[src/rtl/bin_bcd_pkg.sv]
// Shared types and constants for the sequential binary-to-BCD converter.
package bin_bcd_pkg;

   typedef enum logic [1:0] {
      IDLE,
      SHIFT,
      DONE
   } bin_bcd_state_t;

   // Double-dabble adjust: a digit at or above the threshold gets the offset
   // added before the shift so that it carries correctly into the next digit.
   localparam logic [3:0] BCD_ADJ_THR = 4'd5;
   localparam logic [3:0] BCD_ADJ     = 4'd3;

   // Decimal digits needed to show the largest magnitude a WIDTH-bit operand
   // can produce (2^(W-1) when signed, 2^W-1 when unsigned).
   function automatic int min_digits(input int width, input bit is_signed);
      longint unsigned max_mag;
      int              n;
      if (is_signed) max_mag = 64'd1 << (width - 1);
      else           max_mag = (64'd1 << width) - 64'd1;
      n = 1;
      while (max_mag > 64'd9) begin
         max_mag = max_mag / 64'd10;
         n++;
      end
      return n;
   endfunction

endpackage

[src/rtl/bcd_dabble_cell.sv]
// One BCD digit of the double-dabble chain: adjust, then shift left by one.
module bcd_dabble_cell
   import bin_bcd_pkg::*;
(
   input  logic [3:0] digit_i,
   input  logic       shift_i,
   output logic [3:0] digit_o,
   output logic       shift_o
);

   logic [3:0] adj;

   // Add 3 to digits of 5 or more, then shift the next lower bit in.
   always_comb begin
      adj     = (digit_i >= BCD_ADJ_THR) ? (digit_i + BCD_ADJ) : digit_i;
      digit_o = {adj[2:0], shift_i};
      shift_o = adj[3];
   end

endmodule

[src/rtl/bin_bcd_seq.sv]
// Sequential binary-to-BCD converter (double dabble, one bit per clock) with
// start/done handshake, optional two's-complement input and overflow flag.
// Optional feature: define BIN_BCD_SEQ_BLANK_EN to add the leading-zero
// blanking output blank[DIGITS-1:0].
module bin_bcd_seq
   import bin_bcd_pkg::*;
#(
   parameter int WIDTH  = 8,
   parameter int DIGITS = 3,
   parameter int SIGNED = 1
) (
   input  logic                  clk,
   input  logic                  reset,
   input  logic                  start,
   input  logic [WIDTH-1:0]      in,
   output logic                  ready,
   output logic                  done,
   output logic [4*DIGITS-1:0]   bcd,
   output logic                  negative,
   output logic                  overflow
`ifdef BIN_BCD_SEQ_BLANK_EN
   ,
   output logic [DIGITS-1:0]     blank
`endif
);

   localparam int                CNT_W    = $clog2(WIDTH);
   localparam logic [CNT_W-1:0]  CNT_LAST = CNT_W'(WIDTH - 1);

   // Too few digits is legal: the overflow flag simply becomes reachable.
   if (DIGITS < min_digits(WIDTH, SIGNED != 0)) begin : g_digits_chk
      $warning("bin_bcd_seq: DIGITS=%0d cannot hold every WIDTH=%0d magnitude; overflow reachable",
               DIGITS, WIDTH);
   end

   bin_bcd_state_t          state_q, state_d;
   logic [WIDTH-1:0]        mag_q;
   logic                    sign_q;
   logic [4*DIGITS-1:0]     work_q;
   logic                    ovf_q;
   logic [CNT_W-1:0]        cnt_q;
   logic                    done_q;
   logic [4*DIGITS-1:0]     bcd_q;
   logic                    neg_q;
   logic                    ovf_out_q;
   logic [DIGITS-1:0]       blank_q, blank_d;

   logic                    accept, shifting, finishing;
   logic                    sign_in;
   logic [WIDTH-1:0]        mag_in;
   logic [4*DIGITS-1:0]     work_shift;
   logic [DIGITS:0]         carry;
   logic                    zero_hi;

   // Operand magnitude: the most negative value maps to 2^(WIDTH-1) unsigned.
   assign sign_in = (SIGNED != 0) && in[WIDTH-1];
   assign mag_in  = sign_in ? (~in + WIDTH'(1)) : in;

   // Digit chain, units first; the operand MSB feeds the units digit.
   assign carry[0] = mag_q[WIDTH-1];
   for (genvar k = 0; k < DIGITS; k++) begin : g_cell
      bcd_dabble_cell u_cell (
         .digit_i (work_q[4*k +: 4]),
         .shift_i (carry[k]),
         .digit_o (work_shift[4*k +: 4]),
         .shift_o (carry[k+1])
      );
   end

   // FSM state register.
   always_ff @(posedge clk) begin
      if (reset) state_q <= IDLE;
      else       state_q <= state_d;
   end

   // FSM next state: one SHIFT cycle per operand bit, then one DONE cycle.
   always_comb begin
      state_d = state_q;
      unique case (state_q)
         IDLE:    if (start)         state_d = SHIFT;
         SHIFT:   if (cnt_q == '0)   state_d = DONE;
         DONE:                       state_d = IDLE;
         default:                    state_d = IDLE;
      endcase
   end

   // FSM outputs: handshake and datapath enables.
   always_comb begin
      ready     = (state_q == IDLE);
      accept    = (state_q == IDLE) && start;
      shifting  = (state_q == SHIFT);
      finishing = (state_q == DONE);
   end

   // Leading-zero blanking from the finished digits; units digit always shown.
   always_comb begin
      blank_d = '0;
      zero_hi = 1'b1;
      for (int k = DIGITS - 1; k >= 0; k--) begin
         zero_hi    = zero_hi & (work_q[4*k +: 4] == 4'd0);
         blank_d[k] = zero_hi;
      end
      blank_d[0] = 1'b0;
   end

   // Operand latch, shift engine and result registers.
   always_ff @(posedge clk) begin
      if (reset) begin
         mag_q     <= '0;
         sign_q    <= 1'b0;
         work_q    <= '0;
         ovf_q     <= 1'b0;
         cnt_q     <= '0;
         done_q    <= 1'b0;
         bcd_q     <= '0;
         neg_q     <= 1'b0;
         ovf_out_q <= 1'b0;
         blank_q   <= '0;
      end else begin
         done_q <= 1'b0;
         if (accept) begin
            mag_q  <= mag_in;
            sign_q <= sign_in;
            work_q <= '0;
            ovf_q  <= 1'b0;
            cnt_q  <= CNT_LAST;
         end else if (shifting) begin
            mag_q  <= mag_q << 1;
            work_q <= work_shift;
            ovf_q  <= ovf_q | carry[DIGITS];
            if (cnt_q != '0) cnt_q <= cnt_q - CNT_W'(1);
         end
         if (finishing) begin
            bcd_q     <= work_q;
            neg_q     <= sign_q;
            ovf_out_q <= ovf_q;
            blank_q   <= blank_d;
            done_q    <= 1'b1;
         end
      end
   end

   assign done     = done_q;
   assign bcd      = bcd_q;
   assign negative = neg_q;
   assign overflow = ovf_out_q;
`ifdef BIN_BCD_SEQ_BLANK_EN
   assign blank    = blank_q;
`endif

endmodule
[config.mk]
export PLATFORM = sky130hd
export DESIGN_NAME = bin_bcd_seq
export DESIGN_NICKNAME = d
export VERILOG_FILES = /design/src/rtl/bin_bcd_pkg.sv /design/src/rtl/bcd_dabble_cell.sv /design/src/rtl/bin_bcd_seq.sv
export SDC_FILE = /design/constraint.sdc
export NUM_CORES = 1
export LEC_CHECK = 0
export BUFFER_PORTS_ARGS = -buffer_cell sky130_fd_sc_hd__buf_4
export CORE_ASPECT_RATIO = 0.8
export CORE_MARGIN = 1
export CORE_UTILIZATION = 50
export DETAILED_ROUTE_END_ITERATION = 12
export PLACE_DENSITY_LB_ADDON = 0.25
export SYNTH_ARGS = -nofsm -noshare
export SYNTH_HDL_FRONTEND = slang
export SYNTH_SLANG_ARGS = --single-unit
[constraint.sdc]
create_clock -name clk -period 3.4 [get_ports clk]
set_input_delay 0.34 -clock clk [delete_from_list [all_inputs] [get_ports clk]]
set_output_delay 0.34 -clock clk [all_outputs]
set_load 0.02 [all_outputs]
==> key figures <==
Outcome
  – Status: finished, final reports clean

Floorplan
  – Die X: between 70 and 80 um
  – Core box area: between 3000 and 4000 um^2
  – Row cnt: 20
  – DIE AREA: 4381 um^2
  – Io pins: 27
  – Starting Density: between 50% and 60%
  – DIE HEIGHT: between 50 and 60 um

Detailed routing
  – DRT Pass-1 Iters: 4
  – ANT nets after route: 0
  – DR vias/cell: around 5.5
  – Vias: about 1,800
  – Post-Route WL: 4173 um
  – 1st-iter DRT viols: about 170
  – Routed WL per cell: approximately 13 um
  – Drt drc: 0

Worst setup path
  – R2R depth: 4
  – Worst r2r src: state_q[0]
  – Worst Path Required: around 3600 ps
  – Critical Path Start: state_q[0]
  – Critical path type: flop to flop
  – Critical path fanouts, max: 18
  – CP Launch Type: flop
  – Crit. End Element: flop
  – FF-to-FF End: work_q[5]
  – R2R setup slack: 1570 ps
  – Worst setup path end: work_q[5]
  – Worst EP arrival: ~2100 ps

Global routing
  – First-pass GRT wire length: ~6900 um
  – Grt ovf: 0
  – Initial antenna violation count: 0
  – Tot GR Track Use: about a fifth
  – Largest net degree at the start of global routing: 29
  – Number of global-route vias before repair: between 1,000 and 1,500

Place
  – DP HPWL: roughly 2800 um
  – IO Port Bufs: 26
  – Post-Place Cells: 314
  – Routability cong.: about 0.81

Synth
  – Unique masters post-synth: 43
  – Synth Cell Area: 2059 um^2
  – Complex-gate fraction of the synthesized area: 22.24%
  – Post-Synth XOR/XNOR Area: 1.701%
  – Synthesized area per cell: roughly 8.3 um^2
  – Synth area leaders: dfxtp_1, a21oi_1, nand2_1, ha_1, mux2i_1
  – Primary FF master, synth: dfxtp_1
  – Post-synth ARST share: 0%
  – Mux contribution to synthesized area: ~3.4%
  – Synth Area in Simple Gates: between 20% and 30%
  – Synth warn: 0
  – Synth area leader: dfxtp_1
  – Flops & latches, synth: 42
  – Syn_nets: ~270
  – Top cell type's share of synthesized area: approximately 41%
  – Seq/Total Area, Yosys: approximately two fifths
  – Synth Area in Adders: under 10%
  – Post-synthesis instance total: approximately 250
  – Largest family of logic cells by synthesized area: compound AO/OA/AOI/OAI gates
  – Post-synth EDFFs: 0

Clock network
  – Clk root buf: clkbuf_8
  – Clk buf depth: 2
  – Setup bufs post-CTS: 0
  – Worst-skew pair later-pin latency: approximately 300 ps
  – Worst-path clk slew: 90 ps
  – Cts repair resizes: 0
  – CTS Buf Count: 5
  – TritonCTS clock tree: yes
  – H-tree levels: 2
  – Num Clock Sinks: 42
  – Cts hold-fix bufs: 0

Timing
  – Max Fclk: 545.8 MHz
  – Period minus WS final: between 1500 and 2000 ps
  – Slew Viols, Final: 0
  – Measured slew at the worst slew-check pin: just over 600 ps
  – Post-Route Skew: 7.476 ps
  – Total Neg Setup Slack: 0 ps
  – Final Cycle Share: 53.89%
  – Final hold viol count: 0
  – Unrepaired setup endpoints after global routing: false
  – Rel. slew slack: just under 60%
  – Final hold slack: ~330 ps
  – Setup-failing EPs final: 0

Power and ir drop
  – Switching share of power: between 20% and 30%
  – P_int: around 0.74 mW
  – Switching pwr: roughly 0.30 mW
  – Leakage Power: 0.9053 nW
  – Total power per unit cell area: about 440 nW/um^2
  – Clock power share: between 30 and 40%
  – Power share of the combinational group: 15.4%
  – Seq pwr share: 51.7%
  – IR drop worst, VDD: roughly 0.29 mV

Layout
  – Ant. Diodes: 0
  – Fillers: 362
  – Commonest non-fill, non-tap cell in the layout: dfxtp_1
  – Most frequent cells in the layout: dfxtp_1, nand2_1, a21oi_1, buf_4, nor2_1
  – Area Overhead vs Synth: 13.85%
  – Fraction of layout cells with a size suffix above 1: ~16%
  – Footprint of the multi-input gates: 1092 um^2
  – FF/Latch Area: approximately 840 um^2
  – Final nets: 286
  – Final Non-Filler Cells: 322

Min path
  – HP Class: primary input to flop

Run
  – Number of max-cap violations: 0
-- through the flow --
stage | cell area [um^2] | power, mW | util (%) | setup WS (ps)
after floorplan | 2059 | 0.6647 | - | 2044
after global placement | 2250 | 0.7018 | 58.00 | 1738
after detailed placement | 2250 | 0.7053 | 58.00 | 1647
after CTS | 2345 | 1.037 | 60.45 | 1572
after global routing | 2345 | 1.084 | 60.45 | 1394
final | 2345 | 1.035 | 60.45 | 1568
-- cell usage after synthesis, types with 2 or more instances --
cell and count:
a2111oi_0 4, a211oi_1 6, a21oi_1 33, a22o_1 3, a31oi_1 4, a41oi_1 3
buf_2 6, buf_4 2, clkbuf_1 4, clkbuf_2 2, dfxtp_1 42, ha_1 9
inv_1 12, mux2i_1 7, nand2_1 38, nand2b_1 7, nand3_1 4, nor2_1 18
nor2b_1 2, nor3_1 4, nor3b_1 3, nor3b_2 2, nor4_1 2, o21ai_0 8
o221ai_1 2, xnor2_1 3
-- routing by layer --
metal,global-route usage (%),vias up,routed length (um)
li1,-,904,-
met1,29.98,790,2153
met2,29.75,53,1735
met3,5.272,8,216
met4,8.791,0,68
met5,0,-,0
-- critical path, cell delays in order, from the launching register on --
cell,delay (ps)
dfxtp_1,580
nand2b_1,440
a2111oi_0,500
a41oi_1,100
a21oi_1,150
-- cells by family after synthesis --
kind of cell,after synthesis
and+or+nand+nor,87
xor gates and xnor gates,4
muxes,7
DFF,42
AOI/OAI and AO/OA,71
buffers and inverters,27
adders and majority gates,9
-- power groups by stage --
stage	Sequential [mW]	Clock, mW	Combinational, mW
after floorplan	0.538	0	0.127
after global placement	0.545	0	0.157
after detailed placement	0.546	0	0.159
after CTS	0.535	0.342	0.160
after global routing	0.539	0.367	0.179
final	0.535	0.341	0.160
-- flip-flops by register name, indices dropped and copies added (netlist names), 2 cells and up --
signal,count
bcd,12
cnt_q,3
mag_q,8
state_q,2
work_q,12
-- worst min path at each step --
stage,from,end,slack (ps),cells after the start
after floorplan,mag_q[3],mag_q[3],420,2
after global placement,mag_q[7],work_q[0],440,2
after detailed placement,mag_q[3],mag_q[3],440,2
after CTS,in[7],sign_q,330,3
after global routing,in[7],sign_q,330,3
final,in[7],sign_q,330,3
-- area by class of cell --
class	count	share of cell area [%]
Multi-Input combinational cell	178	46.58
Sequential cell	42	35.86
Timing Repair Buffer	27	8.645
Clock buffer	6	3.522
Tap cell	55	2.935
Inverter	12	1.921
Clock inverter	2	0.5336
(Power assumes the default switching activity.)
